[config.mk]
export PLATFORM = sky130hd
export DESIGN_NAME = quad_encoder_reader
export DESIGN_NICKNAME = d
export VERILOG_FILES = /design/src/rtl/motor_pkg.sv /design/src/rtl/enc_input_filter.sv /design/src/rtl/quad_encoder_reader.sv
export SDC_FILE = /design/constraint.sdc
export NUM_CORES = 1
export LEC_CHECK = 0
export ABC_AREA = 1
export CORE_UTILIZATION = 49
export DETAILED_ROUTE_END_ITERATION = 6
export PLACE_DENSITY = 0.66
export RECOVER_POWER = 25
export SLEW_MARGIN = 20
export SYNTH_ARGS = -nofsm -noshare
export SYNTH_HDL_FRONTEND = slang
export SYNTH_HIERARCHICAL = 1
export SYNTH_SLANG_ARGS = --single-unit
[constraint.sdc]
create_clock -name clk -period 4.4 [get_ports clk]
set_clock_uncertainty 0.15 [all_clocks]
set_input_delay 0.88 -clock clk [delete_from_list [all_inputs] [get_ports clk]]
set_output_delay 0.88 -clock clk [all_outputs]
set_load 0.02 [all_outputs]
[src/rtl/motor_pkg.sv]
// rtl/motor_pkg.sv - shared types, direction constants and quadrature step table
package motor_pkg;

  typedef logic [1:0] enc_state_t;

  localparam logic DIR_FWD = 1'b1;
  localparam logic DIR_REV = 1'b0;

  typedef enum logic [1:0] {STEP_NONE, STEP_FWD, STEP_REV, STEP_ILLEGAL} step_t;

  // Gray order 00 -> 01 -> 11 -> 10 -> 00 is forward; both bits flipping is illegal.
  function automatic step_t step_decode(enc_state_t prev, enc_state_t next);
    step_t      res;
    enc_state_t fwd_next;
    unique case (prev)
      2'b00:   fwd_next = 2'b01;
      2'b01:   fwd_next = 2'b11;
      2'b11:   fwd_next = 2'b10;
      default: fwd_next = 2'b00;
    endcase
    if (prev == next)               res = STEP_NONE;
    else if ((prev ^ next) == 2'b11) res = STEP_ILLEGAL;
    else if (next == fwd_next)      res = STEP_FWD;
    else                            res = STEP_REV;
    return res;
  endfunction

endpackage

[src/rtl/enc_input_filter.sv]
// rtl/enc_input_filter.sv - A/B synchroniser plus joint stability filter with update strobe
module enc_input_filter
  import motor_pkg::*;
#(
  parameter int SYNC_STAGES = 2,
  parameter int FILT_LEN    = 4
) (
  input  logic       clk,
  input  logic       rst,
  input  logic       enc_a,
  input  logic       enc_b,
  output enc_state_t filtered,
  output logic       update
);

  enc_state_t sync_q [SYNC_STAGES];
  enc_state_t sync_out;
  enc_state_t sync_prev;
  logic [7:0] stable_cnt;
  logic [7:0] cnt_next;

  assign sync_out = sync_q[SYNC_STAGES-1];

  // A fresh value on the synchronised pair restarts the run length at one.
  always_comb begin
    cnt_next = (sync_out != sync_prev) ? 8'd1 : stable_cnt + 8'd1;
  end

  always_ff @(posedge clk or posedge rst) begin
    if (rst) begin
      for (int i = 0; i < SYNC_STAGES; i++) sync_q[i] <= '0;
      sync_prev  <= '0;
      stable_cnt <= '0;
      filtered   <= '0;
      update     <= 1'b0;
    end else begin
      sync_q[0] <= {enc_a, enc_b};
      for (int i = 1; i < SYNC_STAGES; i++) sync_q[i] <= sync_q[i-1];
      sync_prev <= sync_out;
      update    <= 1'b0;
      if (sync_out == filtered) begin
        stable_cnt <= '0;
      end else if (cnt_next == 8'(FILT_LEN)) begin
        filtered   <= sync_out;
        update     <= 1'b1;
        stable_cnt <= '0;
      end else begin
        stable_cnt <= cnt_next;
      end
    end
  end

endmodule

[src/rtl/quad_encoder_reader.sv]
// rtl/quad_encoder_reader.sv - x4 quadrature decoder with position, windowed velocity and error flag
module quad_encoder_reader
  import motor_pkg::*;
#(
  parameter int SYNC_STAGES   = 2,
  parameter int FILT_LEN      = 4,
  parameter int POS_WIDTH     = 32,
  parameter int VEL_WIDTH     = 16,
  parameter int SAMPLE_CYCLES = 500000
) (
  input  logic                        clk,
  input  logic                        rst,
  input  logic                        enc_a,
  input  logic                        enc_b,
  input  logic                        clear_pos,
  input  logic                        err_clear,
  output logic signed [POS_WIDTH-1:0] position,
  output logic signed [VEL_WIDTH-1:0] velocity,
  output logic                        vel_valid,
  output logic                        dir,
  output logic                        err
);

  localparam int WIN_W = $clog2(SAMPLE_CYCLES);

  enc_state_t                 filtered;
  enc_state_t                 prev_state;
  logic                       update;
  logic                       primed;
  step_t                      step;
  logic signed [POS_WIDTH-1:0] step_val;
  logic signed [POS_WIDTH-1:0] accum;
  logic signed [VEL_WIDTH-1:0] vel_sat;
  logic [WIN_W-1:0]           win_cnt;
  logic                       win_end;

  enc_input_filter #(
    .SYNC_STAGES(SYNC_STAGES),
    .FILT_LEN   (FILT_LEN)
  ) u_filter (
    .clk     (clk),
    .rst     (rst),
    .enc_a   (enc_a),
    .enc_b   (enc_b),
    .filtered(filtered),
    .update  (update)
  );

  // The first accepted level after reset only seeds prev_state.
  always_comb begin
    step = STEP_NONE;
    if (update && primed) step = step_decode(prev_state, filtered);
  end

  always_comb begin
    step_val = '0;
    if (step == STEP_FWD)      step_val = POS_WIDTH'(1);
    else if (step == STEP_REV) step_val = '1;
  end

  assign win_end = (win_cnt == WIN_W'(SAMPLE_CYCLES - 1));

  generate
    if (VEL_WIDTH < POS_WIDTH) begin : g_sat
      always_comb begin
        if ((&accum[POS_WIDTH-1:VEL_WIDTH-1]) || !(|accum[POS_WIDTH-1:VEL_WIDTH-1]))
          vel_sat = accum[VEL_WIDTH-1:0];
        else if (accum[POS_WIDTH-1])
          vel_sat = {1'b1, {(VEL_WIDTH-1){1'b0}}};
        else
          vel_sat = {1'b0, {(VEL_WIDTH-1){1'b1}}};
      end
    end else begin : g_ext
      assign vel_sat = VEL_WIDTH'(accum);
    end
  endgenerate

  always_ff @(posedge clk or posedge rst) begin
    if (rst) begin
      prev_state <= '0;
      primed     <= 1'b0;
      position   <= '0;
      velocity   <= '0;
      vel_valid  <= 1'b0;
      dir        <= DIR_REV;
      err        <= 1'b0;
      win_cnt    <= '0;
      accum      <= '0;
    end else begin
      if (update) begin
        prev_state <= filtered;
        primed     <= 1'b1;
      end
      if (clear_pos) position <= '0;
      else           position <= position + step_val;
      if (step == STEP_FWD)      dir <= DIR_FWD;
      else if (step == STEP_REV) dir <= DIR_REV;
      if (step == STEP_ILLEGAL) err <= 1'b1;
      else if (err_clear)       err <= 1'b0;
      vel_valid <= win_end;
      // The terminal-cycle step opens the next window rather than closing this one.
      if (win_end) begin
        win_cnt  <= '0;
        velocity <= vel_sat;
        accum    <= step_val;
      end else begin
        win_cnt  <= win_cnt + WIN_W'(1);
        accum    <= accum + step_val;
      end
    end
  end

endmodule

==> out/summary.txt <==
Syn nets - 1532
Max_cap viols - 1
Number of synthesized flops with an enable pin - 0
Syn Area/Cell - 6.581 um2
Crit-path cells - or2_2 -> and3_1 -> nor2_1 -> ha_2 -> inv_1 -> ha_1 -> inv_1 -> fa_1 -> inv_1 -> nand3_1 -> nand3_1 -> nand2_1 -> nand2_1 -> nand2_1 -> nand2_1 -> nand2_1 -> nand3_1 -> nand2_1 -> nor2_1
Most frequently used cell type in the post-synthesis netlist - nand2_1
Final Hold Vio Count - 0
Ys async rst share - 100.0%
Largest net degree at the start of global routing - 53
CTS Sinks - 122
Worst Max-Slew Pin Slew - 2474 ps
Die width - 141.9 um
Final HPWL DP - 18210 um
Drt wl/cell - 13.33 um
Synth Warn # - 6
Status - complete, but fails checks
CORE AREA - 18960 um2
Fraction of layout cells with a size suffix above 1 - 5.783%
Required time worst endpoint - 4610 ps
P&R area growth vs syn - 14.84%
Placer Congestion - 0.9223
Design area - 11010 um2
Pre-CTS setup slack - 911.5 ps
Slowest cell on crit path - dfrtp_1
Post-synthesis instance area - 9588 um2
Area after DPL - 10430 um2
Port Buffers - 56
Post-synth cell types - 49
Diode count - 0
Slowest Stage Delay on Critical Path - 440 ps
Post-route ant nets - 0
Min Tclk post-route - 3524 ps
Flops & latches, synth - 122
Crit-path leading delay family - simple AND/OR/NAND/NOR gates
Drt via density - 5.046
Top cells by area, synth - dfrtp_1 32%, nand2_1 19%, inv_1 9.7%
TritonRoute pass-1 iters - 7
First-pass GRT wire length - 41180 um
Via count - 9077
Kind of critical path - reg2reg
Detailed Route WL - 23980 um
Global-route usage over all layers - 25.70%
Most instantiated cells after synthesis - 491 x nand2_1, 249 x inv_1, 163 x nor2_1
Most used DFF post-synth - dfrtp_1
Die Ht - 141.9 um
Max Slew Vio Count - 53
Crit end category - flop
Hold Buf Count CTS - 0
Crit Path Max Fanout - 7
Residual DRC count - 0
Root Buffer - clkbuf_16
Max Freq - 0.2838 GHz
Initial antenna violation count - 0
RSZ-0062 raised after global routing - no
Post_cts resized - 0
Max clock buf depth - 2
GRT Residual Overflow - 0
Pwr dens - 277.0 nW/um2
Leak pwr - 6.230 nW
Sequential share of the synthesized area - 31.84%
1st-iter DRT viols - 463
DIE AREA - 20130 um2
H-tree depth - 4
Number of CTS-inserted buffers - 17
Starting density of the core - 50.58%
# IOs - 57
Synth area leader - dfrtp_1
Violated checks - capacitance limit, slew limit
Most used cell, CP - nand2_1
Startpoint Class - flop
Critical Path AT - 3730 ps
Clock slew at reported path FFs - 60 ps
TritonCTS clock tree - built
Final TNS setup - 0 ps
Rel. slew slack - -65.87%
Floorplan row count - 50
Vias in the first global route - 8758
Layout Nets - 1601
Number of buffers and inverters on the critical path - 3
Finish-stage setup viols - 0
Final Cycle Share - 80.08%
Fin worst setup slack - 876.3 ps
Hold Crit Class - reg2reg
Post-synth top area share - 31.84%
Worst VDD drop - 0.2332 mV
Post-CTS Setup Repair Bufs - 0
Mapped Cells - 1457
Overall power - 3.050 mW
Latest clock arrival within the worst-skew pair - 420 ps
-- registers in the layout (all words and copies together) (netlist names), 2 cells and up --
signal / cells
prev_state: 2
velocity: 16
u_filter/sync_prev: 2
u_filter/filtered: 2
u_filter/stable_cnt: 8
u_filter/sync_out: 2
u_filter/sync_q: 2
accum: 32
position: 32
win_cnt: 19
-- worst reg2reg max path, stage by stage, from the launching register on --
cell and delay, ps:
dfrtp_1 440, or2_2 330, and3_1 160, nor2_1 190
ha_2 330, inv_1 120, ha_1 180, inv_1 50
fa_1 350, inv_1 110, nand3_1 80, nand3_1 120
nand2_1 80, nand2_1 160, nand2_1 70, nand2_1 160
nand2_1 110, nand3_1 100, nand2_1 50, nor2_1 110
-- routing by layer --
| layer | vias up | GRT usage (%) | share of wire, % |
|---|---|---|---|
| met4 | 0 | 7.923 | 1.8 |
| met1 | 4130 | 32.81 | 47 |
| li1 | 4713 | - | - |
| met5 | - | 0 | 0 |
| met3 | 31 | 3.847 | 3.6 |
| met2 | 203 | 44.67 | 48 |
-- logic make-up (layout without fill, tap and decap cells) --
| family | after synthesis | after routing | synth area share (%) |
|---|---|---|---|
| and+or+nand+nor | 822 | 822 | 36.67 |
| buffers and inverters | 268 | 350 | 11.13 |
| AOI/OAI and AO/OA | 152 | 152 | 8.952 |
| xor gates and xnor gates | 22 | 22 | 2.010 |
| DFF | 122 | 122 | 31.84 |
| adders and majority gates | 69 | 69 | 9.161 |
| muxes | 2 | 2 | 0.2349 |
-- stage by stage --
stage / hold slack (ps) / std cells / util [%]
6_report: 202.0 / 1799 / 58.09
2_1_floorplan: 181.2 / 1457 / -
3_3_place_gp: 183.9 / 1767 / 55.02
3_5_place_dp: 186.3 / 1767 / 55.02
4_1_cts: 208.2 / 1799 / 58.24
5_1_grt: 213.0 / 1799 / 58.09
-- area by class of cell --
cell class                 count  area, um2
fill                        1853       7945
multi-input combinational   1067       5443
sequential                   122       3053
inverter                     257      968.4
timing repair buffer          61      610.6
clock buffer                  18      439.2
tap                          260      325.3
clock inverter                14      171.4
-- layout by cell type, fill, tap and decap left out, types with 5 or more instances in the layout --
master and instances:
nand3b_1 5, nand2_1 492, nor2_1 164, o21ai_0 47, xnor2_1 14, clkdlybuf4s50_1 53
nand2_2 5, dfrtp_1 122, ha_1 66, clkbuf_16 17, a21oi_1 77, xor2_1 8
inv_1 248, a21oi_2 13, o21bai_1 8, inv_2 6, nand4_1 22, nor3_1 18
nand3_1 85
-- power by group --
group / internal [mW] / switching [mW] / leakage (nW)
logic: 0.116 / 0.235 / 4.27
clock network: 0.908 / 0.567 / 0.293
registers: 1.17 / 0.0520 / 1.67
-- path summary, 6_finish.rpt --
path                                      startpoint                    to  slack, ps  depth (start not counted)
worst max-delay path            u_filter/filtered[0]          position[28]        880                         19
worst min-delay path              u_filter/sync_q[3]  u_filter/sync_out[1]        200                          0
worst max register to register  u_filter/filtered[0]          position[28]        880                         19
worst min register to register    u_filter/sync_q[3]  u_filter/sync_out[1]        200                          0
max in group asynchronous                        rst           win_cnt[12]       1370                          3
min in group asynchronous                        rst  u_filter/filtered[1]        860                          2
Note: power is estimated with default switching activity, not from simulation.
